==> src/rtl/cnn_pkg.sv <==
// Shared types and the requantisation helper for the CNN-to-FC feeder stages.
// Latency: n/a (types and a pure function only).
// Backpressure: n/a.
package cnn_pkg;

    typedef enum logic [1:0] {
        FILL      = 2'd0,
        LAUNCH    = 2'd1,
        WAIT_ACK  = 2'd2,
        WAIT_DONE = 2'd3
    } loader_state_t;

    // Working width for requantisation; wide enough for any accumulator used upstream.
    localparam int REQ_W = 64;

    // Arithmetic shift, then clamp to the unsigned (relu) or signed range of a dw-bit word.
    // Callers pass elaboration-time constants for shift/relu_en/dw, so this reduces to a
    // fixed shifter plus two comparators.
    function automatic logic signed [REQ_W-1:0] sat_requant(
        input logic signed [REQ_W-1:0] acc,
        input int                      shift,
        input int                      relu_en,
        input int                      dw
    );
        logic signed [REQ_W-1:0] t;
        logic signed [REQ_W-1:0] lo;
        logic signed [REQ_W-1:0] hi;
        t = acc >>> shift;
        if (relu_en != 0) begin
            lo = '0;
            hi = (64'sd1 <<< dw) - 64'sd1;
        end else begin
            lo = -(64'sd1 <<< (dw - 1));
            hi = (64'sd1 <<< (dw - 1)) - 64'sd1;
        end
        if (t < lo) begin
            return lo;
        end else if (t > hi) begin
            return hi;
        end
        return t;
    endfunction

endpackage

==> src/rtl/cnn_flatten_loader_requant_sat.sv <==
// Requantise one signed accumulator beat: arithmetic shift, optional ReLU, saturate.
// Latency: purely combinational.
// Backpressure: none; follows its input.
module requant_sat
    import cnn_pkg::*;
#(
    parameter int acc_size      = 24,
    parameter int datatype_size = 8,
    parameter int shift         = 8,
    parameter int relu_en       = 1
) (
    input  logic signed [acc_size-1:0]      acc,
    output logic        [datatype_size-1:0] q
);

    logic signed [REQ_W-1:0] acc_ext;

    // Sign-extend explicitly so the shift below is arithmetic on the true value.
    assign acc_ext = {{(REQ_W - acc_size){acc[acc_size-1]}}, acc};

    // Clamped result always fits in datatype_size bits (two's complement when signed).
    assign q = datatype_size'(sat_requant(acc_ext, shift, relu_en, datatype_size));

endmodule

==> src/rtl/cnn_flatten_loader.sv <==
// Requantise the conv accumulator stream into the FC input buffer, then pulse start.
// Latency: ibuf write one cycle after each accepted beat; start at earliest the cycle after the last accept.
// Backpressure: o_ready only in FILL; held low from frame end until the layer has taken and released the buffer.
module cnn_flatten_loader
    import cnn_pkg::*;
#(
    parameter int input_size    = 201,
    parameter int acc_size      = 24,
    parameter int datatype_size = 8,
    parameter int shift         = 8,
    parameter int relu_en       = 1,
    localparam int AW           = (input_size > 1) ? $clog2(input_size) : 1
) (
    input  logic                            clk,
    input  logic                            rst,
    input  logic                            i_valid,
    input  logic signed [acc_size-1:0]      i_data,
    output logic                            o_ready,
    output logic                            o_ibuf_we,
    output logic        [AW-1:0]            o_ibuf_addr,
    output logic        [datatype_size-1:0] o_ibuf_wr_data,
    output logic                            o_start,
    input  logic                            i_layer_busy,
    output logic                            o_busy
);

    localparam logic [AW-1:0] LAST = AW'(input_size - 1);

    loader_state_t            state;
    loader_state_t            state_nxt;
    logic [AW-1:0]            count;
    logic                     accept;
    logic                     last_beat;
    logic [datatype_size-1:0] q;

    assign accept    = i_valid && o_ready;
    assign last_beat = (count == LAST);

    requant_sat #(
        .acc_size      (acc_size),
        .datatype_size (datatype_size),
        .shift         (shift),
        .relu_en       (relu_en)
    ) u_requant (
        .acc (i_data),
        .q   (q)
    );

    // State register.
    always_ff @(posedge clk) begin
        if (rst) begin
            state <= FILL;
        end else begin
            state <= state_nxt;
        end
    end

    // Frame handshake: fill, fire start when the layer is idle, then wait for it to take and release the buffer.
    always_comb begin
        state_nxt = state;
        case (state)
            FILL:      if (accept && last_beat) state_nxt = LAUNCH;
            LAUNCH:    if (!i_layer_busy)       state_nxt = WAIT_ACK;
            WAIT_ACK:  if (i_layer_busy)        state_nxt = WAIT_DONE;
            WAIT_DONE: if (!i_layer_busy)       state_nxt = FILL;
            default:                            state_nxt = FILL;
        endcase
    end

    // Handshake outputs; ready and start are masked while reset is asserted.
    always_comb begin
        o_ready = (state == FILL) && !rst;
        o_start = (state == LAUNCH) && !i_layer_busy && !rst;
        o_busy  = !((state == FILL) && (count == '0));
    end

    // Write counter and registered ibuf port; addr/data hold between writes.
    always_ff @(posedge clk) begin
        if (rst) begin
            count          <= '0;
            o_ibuf_we      <= 1'b0;
            o_ibuf_addr    <= '0;
            o_ibuf_wr_data <= '0;
        end else begin
            o_ibuf_we <= accept;
            if (accept) begin
                o_ibuf_addr    <= count;
                o_ibuf_wr_data <= q;
                count          <= last_beat ? '0 : count + AW'(1);
            end
        end
    end

endmodule

==> config.mk <==
export PLATFORM = sky130hd
export DESIGN_NAME = cnn_flatten_loader
export DESIGN_NICKNAME = d
export VERILOG_FILES = /design/src/rtl/cnn_pkg.sv /design/src/rtl/cnn_flatten_loader_requant_sat.sv /design/src/rtl/cnn_flatten_loader.sv
export SDC_FILE = /design/constraint.sdc
export NUM_CORES = 1
export LEC_CHECK = 0
export ABC_AREA = 1
export BUFFER_PORTS_ARGS = -buffer_cell sky130_fd_sc_hd__buf_2
export CAP_MARGIN = 10
export CORE_UTILIZATION = 50
export DETAILED_ROUTE_END_ITERATION = 8
export GPL_TIMING_DRIVEN = 0
export PLACE_DENSITY = 0.91
export SLEW_MARGIN = 20
export SYNTH_ARGS = -nofsm -noshare
export SYNTH_HDL_FRONTEND = slang
export SYNTH_HIERARCHICAL = 1
export SYNTH_SLANG_ARGS = --single-unit
==> constraint.sdc <==
create_clock -name clk -period 2.47 [get_ports clk]
set_clock_uncertainty 0.05 [all_clocks]
set_input_delay 0.6175 -clock clk [delete_from_list [all_inputs] [get_ports clk]]
set_output_delay 0.6175 -clock clk [all_outputs]
set_load 0.05 [all_outputs]
==> summary.md <==
| Metric | Value |
|---|---|
| Status | complete, no violations |
| Post-route setup TNS | 0 ns |
| Synth cell count leaders | nand2_1, dfxtp_1, nand3_1 |
| DIE HEIGHT | between 50 and 60 um |
| Vias per inst | ~4.8 |
| Port bufs | 39 |
| Core area | between 2000 and 2500 sq um |
| Die area | between 2000 and 3000 sq um |
| Measured slew at the worst slew-check pin | roughly 0.44 ns |
| Met3 GRT Util | under 10% |
| Most common cell in the netlist | nand2_1 |
| # setup viols final | 0 |
| Worst-path clk slew | between 0.1 and 0.15 ns |
| Yosys reg bits | 27 |
| Part of the cycle the worst path needs | between 90 and 100% |
| Cell Rows | 18 |
| Post-synthesis sequential area ratio | about 41% |
| Final wirelength | between 2 and 3 mm |
| Die width | 53.5 um |
| Initial Utilization | 53.1% |
| Met1 usage | a little under a quarter |
| DR vias | approximately 1200 |
| RSZ-0062 raised after global routing | false |
| Tightest Hold Check Type | reg2reg |
| Synth cell types | 23 |
| H-tree depth | 1 |
| Dominant cell type by area after synthesis | dfxtp_1 |
| Synthesized instance count | about 190 |
| Asr flop ratio synth | 0% |
| CP Max Fanout | 10 |
| Ports | 48 |
| Leakage power | 0.788 nW |
| Final hold vios | 0 |
| Drt wl/cell | 10.3 um |
| Global Route met2 Usage | a little under two fifths |
| Maximum clock insertion buffer count | 2 |
| Final Util | 63.5% |
| CTS sink cnt | 27 |
| Hpwl dp | 2.05 mm |
| Tot Pwr | around 0.0014 W |
| Clock insertion delay at the later pin of the skew report | 0.33 ns |
| Fmax achieved | ~440 MHz |
| CTS buffer count | 3 |
| Ys Warns | 6 |
| Worst hold slack | ~0.42 ns |
| Placer congestion estimate | 0.895 |
| Max VDD drop | around 490 uV |
| Mapped cell area | 1330 sq um |
| CTS tree | yes |
| GR peak layer | met2 |
| Worst Path Arrival | 1.63 ns |
| Post-synth top area share | 40.8% |
| Synth Flop Type | dfxtp_1 |
| Vias in the first global route | 1145 |
| PD cells | 860 nW/um^2 |
| Remaining Overflow, GRT | 0 |
| Setup crit end kind | primary output |
| Crit start category | primary input |
| Drt drc | 0 |
| Mean Syn Cell Area | 7.17 sq um |
| Post-synth EDFFs | 0 |
| Max cap viols | 0 |
| Share of cells above drive strength 1 | 25.9% |
| Fin cells | 258 |
| Post-Syn Nets | 220 |
| Slew HR | between 70% and 80% |
| Resized cells post-CTS | 0 |
| # nets final | ~260 |
| Minimum clock period | about 2.3 ns |
| Post-DRT Antenna Nets | 0 |
| Root buffer cell | clkbuf_4 |
| Setup Crit Path Kind | in2out |
| Placed cell count | 254 |
| 1st-iter DRT viols | 22 |
| Initial antenna violation count | 0 |
| Diodes inserted | 0 |
| Layout area overhead | 19.6% |
| Ranking of synthesized cells by area | dfxtp_1, nand2_1, nand3_1 |
| Cts hold-fix bufs | 0 |
| Largest net degree at the start of global routing | 16 |
| CP Data Required Time | ~1.8 ns |
| Gr usage total | 21.2% |
| Post-CTS setup buffers | 0 |
| Pre-Repair DR Iteration Count | 4 |
| First-pass GRT wire length | roughly 4.4 mm |
| Final Max Slew Viols | 0 |
area by class of cell:
type,count,area [sq um]
sequential,27,541
tap,30,37.5
clock buffer,3,22.5
buffer,5,28.8
multi-input combinational,133,679
timing repair buffer,39,195
fill,244,913
inverter,20,77.6
clock inverter,1,5.00
critical path, stage by stage:
cell	delay (ns)
buf_2	0.12
inv_2	0.08
clkbuf_1	0.37
nand2_1	0.09
nor2_1	0.09
buf_2	0.26
cells in the final DEF, fill, tap and decap left out, drive strengths merged:
cell type	count
a21oi	8
inv	20
nor3	4
nand3	21
nor2	22
xnor2	1
xor2	1
o21ai	11
dfxtp	27
buf	42
nand4	1
clkinv	1
nand2	57
clkbuf	5
ha	7
worst paths after layout:
check | startpoint | slack, ns | to | depth (start not counted)
max | rst | 0.18 | o_start | 6
min reg2reg | o_ibuf_wr_data[1] | 0.42 | o_ibuf_wr_data[1] | 2
min | o_ibuf_wr_data[1] | 0.42 | o_ibuf_wr_data[1] | 2
max reg2reg | state[0] | 0.87 | count[7] | 9
flip-flops by register name, indices dropped and copies added, names as in the netlist:
signal	cells
o_ibuf_wr_data	8
o_ibuf_we	1
state	2
count	8
o_ibuf_addr	8
through the flow:
stage	cell area [sq um]	worst slack, ns
after global routing	1590	0.0747
after detailed placement	1560	0.170
after global placement	1560	0.178
final	1590	0.176
after floorplan	1330	0.116
after CTS	1590	0.184
kinds of logic (layout without fill, tap and decap cells):
family,after synthesis,after routing,share of synthesized area [%]
compound gates,19,19,8.02
xor+xnor,2,2,1.32
fa+ha+maj,7,7,6.60
buf+inv,25,68,8.02
flops,27,27,40.8
simple gates,105,105,35.3
routing by layer:
layer,part of all wire (%),wire [um]
met1,47,1240
met2,48,1270
met3,4.0,106
met4,1.6,43
met5,0,0
report_power, final:
part           switching (W)  internal, W
sequential         0.0000398     0.000498
combinational       0.000461     0.000171
clock               0.000134    0.0000607
total               0.000636     0.000730
Note: power is estimated with default switching activity, not from simulation.
